===== config.mk =====
export PLATFORM = sky130hd
export DESIGN_NAME = coarse_seq
export DESIGN_NICKNAME = d
export VERILOG_FILES = /design/src/rtl/coarse_seq.sv
export SDC_FILE = /design/constraint.sdc
export NUM_CORES = 1
export LEC_CHECK = 0
export CAP_MARGIN = 20
export CORE_MARGIN = 4
export CORE_UTILIZATION = 40
export CTS_BUF_LIST = sky130_fd_sc_hd__clkbuf_8
export DETAILED_ROUTE_END_ITERATION = 10
export GPL_ROUTABILITY_DRIVEN = 0
export PLACE_DENSITY = 0.76
export SLEW_MARGIN = 10
export SYNTH_ARGS = -nofsm -noshare
export SYNTH_HDL_FRONTEND = slang
export SYNTH_SLANG_ARGS = --single-unit

===== constraint.sdc =====
create_clock -name clk -period 8 [get_ports clk]
set_clock_uncertainty 0.05 [all_clocks]
set_input_delay 2.4 -clock clk [delete_from_list [all_inputs] [get_ports clk]]
set_output_delay 2.4 -clock clk [all_outputs]
set_load 0.05 [all_outputs]

===== src/rtl/coarse_seq.sv =====
// Coarse resolver sequencer: holds theta_c, drives the _DC switch bank and steps theta_c until the coarse error nulls.
// Optional 180-degree ambiguity flip is built when CDU_AMBIG_FLIP_EN is defined.
module coarse_seq #(
    parameter int unsigned SETTLE_CYC  = 16,
    parameter int unsigned LOCK_CNT    = 4,
    parameter int unsigned SYNC_STAGES = 2
) (
    input  logic       clk,
    input  logic       rst,
    input  logic       coarse_en,
    input  logic       ref_pos,
    input  logic       ref_neg,
    input  logic       _TLC1H,
    input  logic       _ADHI,
    input  logic       load,
    input  logic [6:0] load_val,
    output logic       _DC1,
    output logic       _DC2,
    output logic       _DC3,
    output logic       _DC4,
    output logic       _DC5,
    output logic       _DC6,
    output logic       _DC7,
    output logic       _DC8,
    output logic       _DC9,
    output logic       _DC10,
    output logic       _DC11,
    output logic       _DC12,
    output logic [6:0] theta_c,
    output logic       cnt_up,
    output logic       cnt_dn,
    output logic       coarse_ok,
    output logic       amb_flip
);

    localparam int unsigned SETTLE_W = 8;
    localparam int unsigned LOCK_W   = 4;
    localparam logic [SETTLE_W-1:0] SETTLE_LD = SETTLE_W'(SETTLE_CYC);
    localparam logic [LOCK_W-1:0]   LOCK_MAX  = LOCK_W'(LOCK_CNT);

    typedef enum logic [1:0] {
        S_IDLE   = 2'd0,
        S_SETTLE = 2'd1,
        S_WAIT   = 2'd2
    } state_t;

    state_t                 state;
    logic [SETTLE_W-1:0]    settle_cnt;
    logic [LOCK_W-1:0]      lock_cnt;
    logic [SYNC_STAGES-1:0] tlc_sync;
    logic [11:0]            dc_n;
    logic                   amb_q;

    logic tlc;
    logic strobe_one;
    logic step_dn;
    logic step_up;
    logic flip_hit;

    // Asserted-high switch map: bits 0..7 = DC1..DC8 (octant pair), bits 8..11 = DC9..DC12 (sub-octant).
    function automatic logic [11:0] dc_decode(input logic [6:0] th);
        logic [7:0] oct;
        case (th[6:4])
            3'd0:    oct = 8'h14;
            3'd1:    oct = 8'h28;
            3'd2:    oct = 8'h22;
            3'd3:    oct = 8'h11;
            3'd4:    oct = 8'h41;
            3'd5:    oct = 8'h82;
            3'd6:    oct = 8'h88;
            default: oct = 8'h44;
        endcase
        return {th[0], th[1], th[2], th[3], oct};
    endfunction

    assign tlc        = tlc_sync[SYNC_STAGES-1];
    assign strobe_one = ref_pos ^ ref_neg;
    assign step_dn    = strobe_one & ref_pos & tlc;
    assign step_up    = strobe_one & ref_neg & tlc;

`ifdef CDU_AMBIG_FLIP_EN
    logic [SYNC_STAGES-1:0] adi_sync;
    logic                   adi;

    assign adi      = adi_sync[SYNC_STAGES-1];
    assign flip_hit = strobe_one & ref_pos & adi & (theta_c[6:4] >= 3'd2) & (theta_c[6:4] <= 3'd5);

    always_ff @(posedge clk) begin
        if (rst) adi_sync <= '0;
        else     adi_sync <= {adi_sync[SYNC_STAGES-2:0], _ADHI};
    end
`else
    logic unused_adhi;

    assign unused_adhi = _ADHI;
    assign flip_hit    = 1'b0;
`endif

    // Sequencer: load pre-empts everything, disable forces IDLE, otherwise settle/wait stepping.
    always_ff @(posedge clk) begin
        if (rst) begin
            state      <= S_IDLE;
            settle_cnt <= '0;
            lock_cnt   <= '0;
            tlc_sync   <= '0;
            theta_c    <= 7'd0;
            dc_n       <= ~dc_decode(7'd0);
            cnt_up     <= 1'b0;
            cnt_dn     <= 1'b0;
            amb_q      <= 1'b0;
            coarse_ok  <= 1'b0;
        end else begin
            tlc_sync <= {tlc_sync[SYNC_STAGES-2:0], _TLC1H};
            dc_n     <= ~dc_decode(theta_c);
            cnt_up   <= 1'b0;
            cnt_dn   <= 1'b0;
            amb_q    <= 1'b0;

            if (load) begin
                theta_c   <= load_val;
                lock_cnt  <= '0;
                coarse_ok <= 1'b0;
                if (coarse_en) begin
                    state      <= S_SETTLE;
                    settle_cnt <= SETTLE_LD;
                end else begin
                    state <= S_IDLE;
                end
            end else if (!coarse_en) begin
                state     <= S_IDLE;
                lock_cnt  <= '0;
                coarse_ok <= 1'b0;
            end else begin
                case (state)
                    S_IDLE: begin
                        state      <= S_SETTLE;
                        settle_cnt <= SETTLE_LD;
                        coarse_ok  <= 1'b0;
                    end
                    S_SETTLE: begin
                        settle_cnt <= settle_cnt - SETTLE_W'(1);
                        if (settle_cnt <= SETTLE_W'(1)) state <= S_WAIT;
                    end
                    S_WAIT: begin
                        if (flip_hit) begin
                            theta_c    <= theta_c ^ 7'h40;
                            amb_q      <= 1'b1;
                            lock_cnt   <= '0;
                            coarse_ok  <= 1'b0;
                            state      <= S_SETTLE;
                            settle_cnt <= SETTLE_LD;
                        end else if (step_dn || step_up) begin
                            theta_c    <= step_up ? theta_c + 7'd1 : theta_c - 7'd1;
                            cnt_up     <= step_up;
                            cnt_dn     <= step_dn;
                            lock_cnt   <= '0;
                            coarse_ok  <= 1'b0;
                            state      <= S_SETTLE;
                            settle_cnt <= SETTLE_LD;
                        end else if (strobe_one) begin
                            if (lock_cnt != LOCK_MAX) lock_cnt <= lock_cnt + LOCK_W'(1);
                            coarse_ok <= (lock_cnt >= LOCK_MAX - LOCK_W'(1));
                        end
                    end
                    default: state <= S_IDLE;
                endcase
            end
        end
    end

    assign amb_flip = amb_q;

    assign _DC1  = dc_n[0];
    assign _DC2  = dc_n[1];
    assign _DC3  = dc_n[2];
    assign _DC4  = dc_n[3];
    assign _DC5  = dc_n[4];
    assign _DC6  = dc_n[5];
    assign _DC7  = dc_n[6];
    assign _DC8  = dc_n[7];
    assign _DC9  = dc_n[8];
    assign _DC10 = dc_n[9];
    assign _DC11 = dc_n[10];
    assign _DC12 = dc_n[11];

endmodule


# Word level (Yosys, flattened, before mapping)
# Index checks and enable logic that the tools add are counted.
[classes]
reduce_logical = 17
n_eq_ne = 13
order_cmp = 2
muxes = 24
add_sub_neg = 4
bitwise = 9
[ops]
columns = ["operator", "count"]
rows = [
  ["one-hot mux 8 bit (7 select lines)", 1],
  ["two-way mux 8 bit", 5],
  ["two-way mux 7 bit", 5],
  ["one-hot mux 8 bit (3 select lines)", 1],
  ["two-way mux 4 bit", 3],
  ["NOT 12 bit", 1],
  ["nonzero test 2 bit", 6],
  ["equality test 3 bit (second input constant)", 3],
  ["AND reduction 3 bit", 3],
  ["<= comparator 8 x 1 -> 1 bit (second input constant)", 1],
  ["two-way mux 2 bit", 4],
  ["!= test 4 bit (second input constant)", 2],
  ["subtractor 8 x 1 -> 8 bit (second input constant)", 1],
  ["adder 7 x 1 -> 7 bit (second input constant)", 1],
  ["subtractor 7 x 1 -> 7 bit (second input constant)", 1],
  ["equality test 3 x 2 -> 1 bit (second input constant)", 2],
  ["!= test 3 bit (second input constant)", 2],
  ["one-hot mux 2 bit (3 select lines)", 1],
  ["OR reduction 5 bit", 1],
  ["adder 4 x 1 -> 4 bit (second input constant)", 1],
  ["AND 1 bit", 4],
  ["greater-or-equal comparator 4 x 2 -> 1 bit (second input constant)", 1],
  ["!= test 4 x 3 -> 1 bit (second input constant)", 1],
  ["AND reduction 2 bit", 2],
  ["12 further kinds", 16],
]
[word_totals]
register_bits = 38
inputBits = 15

# Depth between registers and ports, before layout
[logic_depth]
ltp_word = 8
mapped_depth = 8
ltp_nobuf = 8

# Least setup slack after synthesis
# Ideal clock, no wire load.
[synth_path]
path_kind = "input to register"
startpoint = "input ref_pos"
endpoint = "register theta_c[6]"
setup_ps = 92
n_path_buf = 0
path_stages = 8
t_arrival_ps = 4085
setup_slack_ps = 3773
required_time_ps = 7858
cell_sequence = "inv_1 > ha_1 > nand2_1 > fa_1 > a211o_1 > a211oi_1 > nor3_1 > o32ai_1"
[synth_via]
elab_chain_len = 8
[synth_rtl]
columns = ["item", "line_no", "rtl"]
rows = [
  ["start, declared", "11", "input logic ref_pos,"],
  ["bitwise XOR 1 bit", "77", "assign strobe_one = ref_pos ^ ref_neg;"],
  ["AND 1 bit (2 in series)", "79", "assign step_up = strobe_one & ref_neg & tlc;"],
  ["two-way mux 7 bit", "153", "theta_c <= step_up ? theta_c + 7'd1 : theta_c - 7'd1;"],
  ["two-way mux 7 bit", "152", "end else if (step_dn || step_up) begin"],
  ["two-way mux 7 bit", "134", "case (state)"],
  ["two-way mux 7 bit", "129", "end else if (!coarse_en) begin"],
  ["two-way mux 7 bit", "119", "if (load) begin"],
  ["end signal, assigned", "120", "theta_c <= load_val;"],
  ["end signal, assigned", "146", "theta_c <= theta_c ^ 7'h40;"],
  ["end signal, assigned", "153", ""],
  ["end, declared", "29", "output logic [6:0] theta_c,"],
]
# Parallel ways exist; a longest one is shown, timed or not. The select of a mux whose other input is x is not followed.
# A chain may end at the register's enable or synchronous reset.

# Final worst setup path
[layout_path]
startpoint = "input ref_neg"
endpoint = "register theta_c[6]"
[layout_via]
elab_chain_len = 8
[layout_rtl]
columns = ["item", "line_no", "rtl"]
rows = [
  ["start, declared", "12", "input logic ref_neg,"],
  ["bitwise XOR 1 bit", "77", ""],
  ["AND 1 bit (2 in series)", "79", ""],
  ["two-way mux 7 bit", "153", ""],
  ["two-way mux 7 bit", "152", ""],
  ["two-way mux 7 bit", "134", ""],
  ["two-way mux 7 bit", "129", ""],
  ["two-way mux 7 bit", "119", ""],
]
# Parallel ways exist; a longest one is shown, timed or not. The select of a mux whose other input is x is not followed.

==> results.yml <==
clock_tree:
  cts_hold_buf: 0
  clock-sinks: 38
  cts_max_path_buffers: 2
  insertion_delay_ns: 0.28
  numCtsBuffers: 5
  clk_pin_slew_worst_paths_ns: 0.07
  post_cts_buffers: 0
  htreeDepth: 2
  cts_tree: "built"
  cts_resized: 0
  cts_root_buf: "clkbuf_8"
floorplan:
  die_area_sq_mm: 0.00611
  die_h_microns: 78.1
  boundaryPins: 38
  rows: 25
  coreArea_sq_mm: 0.00475
  die_w_microns: 78.1
  start_util: 0.414
sta:
  setup_viol: 0
  worst_slew_pin_slew_ns: 0.850
  slew_headroom: 0.432
  hold_violations: 0
  holdWs_ns: 0.364
  fin_crit_ns: 4.62
  drv_slew: 0
  fin_tns_setup_ns: 0
  setup_ws_ns: 3.38
  min_period_over_period: 0.578
  max_freq_mhz: 216
  grt_setup_unrepaired: "no"
hold_path:
  min_from: "theta_c[2]"
  hold_path_class: "flip-flop to flip-flop"
synth:
  seq_area_frac_synth: 0.387
  syn_area_per_cell_sq_um: 8.52
  synth_top_area_cell: "dfxtp_1"
  synth_top_cell_area_share: 0.387
  synth.area.top_cells: "dfxtp_1 (39%), ha_1 (7.0%), nand2_1 (3.8%)"
  synth_edf_count: 0
  synth-async-reset-ratio: 0
  synth.distinct_cells: 45
  synth_nets: 258
  synth_warnings: 0
  ys.flop_type: "dfxtp_1"
  synth_area_sq_mm: 0.00197
  ys_seq_elements: 38
  syn_inst: 231
grt:
  antenna_found_initial: 0
  grt_pass1_wl_microns: 7310
  gr-total-overflow: 0
  grt_usage: 0.149
  grt_pass1_vias: 1628
  grt_max_degree: 22
route:
  drt-wirelength-per-cell_microns: 13.0
  routed_via_density: 5.39
  drt_pass1_iterations: 4
  wl_microns: 4250
  detail-route-antenna-nets: 0
  drt-initial-drc-count: 104
  route.detailed.drc: 0
  vias: 1763
cells_and_area:
  layout_common_cells: "dfxtp_1 (38), clkdlybuf4s50_1 (35), nand2_1 (20), nor2_1 (15), o21ai_0 (14)"
  post-route-util: 0.517
  layout-drive-gt1-share: 0.0423
  nFillCells: 453
  num_antenna_cells: 0
  mostFrequentLayoutCell: "dfxtp_1"
  stdcell_count: 327
  fin_area_sq_mm: 0.00246
  layout.nets: 287
  syn2layout_area_growth_pct: 24.9
critical_path:
  reg2reg_to: "theta_c[6]"
  r2r_slack_ns: 5.82
  crit_type: "primary input to flip-flop"
  crit_end: "theta_c[6]"
  arrival_ns: 4.77
  crit_fanout: 8
  worstSetupStartpoint: "ref_neg"
  r2r_start: "tlc_sync[1]"
  worstRegToRegCells: 6
  required_ns: 8.15
  crit_path_start_kind: "primary input"
  endpoint_kind: "flip-flop"
placement:
  io_buffers: 35
  placed_cells: 320
  placement.cell_area_sq_mm: 0.00235
  dp_hpwl_microns: 3050
  place_ws_ns: 3.08
power:
  ir_drop_v: 0.000102
  power.leakage_nw: 0.905
  p_per_area_mw_per_mm2: 188
  power_mw: 0.462
run:
  cap_violations: 0
run_status:
  status: "completed"
==> critical path: stages <==
cell and delay, ns:
clkdlybuf4s50_1 0.50, ha_1 0.19, nand2_1 0.25, fa_1 0.50, a211o_1 0.30, a211oi_1 0.28, nor3_1 0.10, o32ai_1 0.25
==> synthesized netlist by cell type, drive strengths merged (4+ instances only) <==
master and number:
nor2 15, o21ai 16, dfxtp 38, nand2 20, nand3 5, nand3b 4
nor2b 5, o21a 5, nor3 10, a211oi 8, ha 11, clkbuf 10
or3 9, nor4 4, a21oi 9, inv 10, nor3b 4, xnor2 4
==> routing by layer <==
metal	vias up	part of all wire	track usage
li1	898	-	-
met1	809	0.45	0.179
met2	46	0.46	0.246
met3	10	0.064	0.0447
met4	0	0.017	0.0612
met5	-	0	0
==> where the power goes <==
| group | switching [mW] | internal (mW) |
|---|---|---|
| sequential | 0.0102 | 0.198 |
| combinational | 0.0511 | 0.0376 |
| clock | 0.0644 | 0.0997 |
| total | 0.126 | 0.336 |
==> final cells by class <==
type,count,area [sq um],share of cell area
Multi-Input combinational cell,169,1110,0.451
Sequential cell,38,761,0.309
Timing Repair Buffer,35,350,0.142
Tap cell,67,83.8,0.0341
Clock buffer,6,82.6,0.0336
Inverter,11,41.3,0.0168
Clock inverter,1,30.0,0.0122
==> state kept, by name, summed over array words and instances, names as in the netlist <==
register and count:
cnt_up 1, lock_cnt 4, tlc_sync 2, state 2, dc_n 12, coarse_ok 1, settle_cnt 8, cnt_dn 1
theta_c 7
==> how the worst min path moves through the flow <==
stage,endpoint,slack (ns),cells after the start
2_1_floorplan,tlc_sync[1],0.36,1
3_5_place_dp,dc_n[9],0.35,1
5_1_grt,dc_n[9],0.39,1
4_1_cts,dc_n[9],0.37,1
3_3_place_gp,dc_n[9],0.35,1
6_report,dc_n[9],0.36,1
==> logic make-up (layout without fill, tap and decap cells) <==
logic type,after synthesis,count (layout),synth area share
buffers and inverters,24,53,0.0496
other,1,1,0.00191
AND/OR/NAND/NOR,90,90,0.247
adder cells (fa/ha/maj),12,12,0.0801
AO/OA/AOI/OAI,58,58,0.198
multiplexers,1,1,0.00572
XOR/XNOR,7,7,0.0312
flip-flops,38,38,0.387
Note: power is estimated with default switching activity, not from simulation.
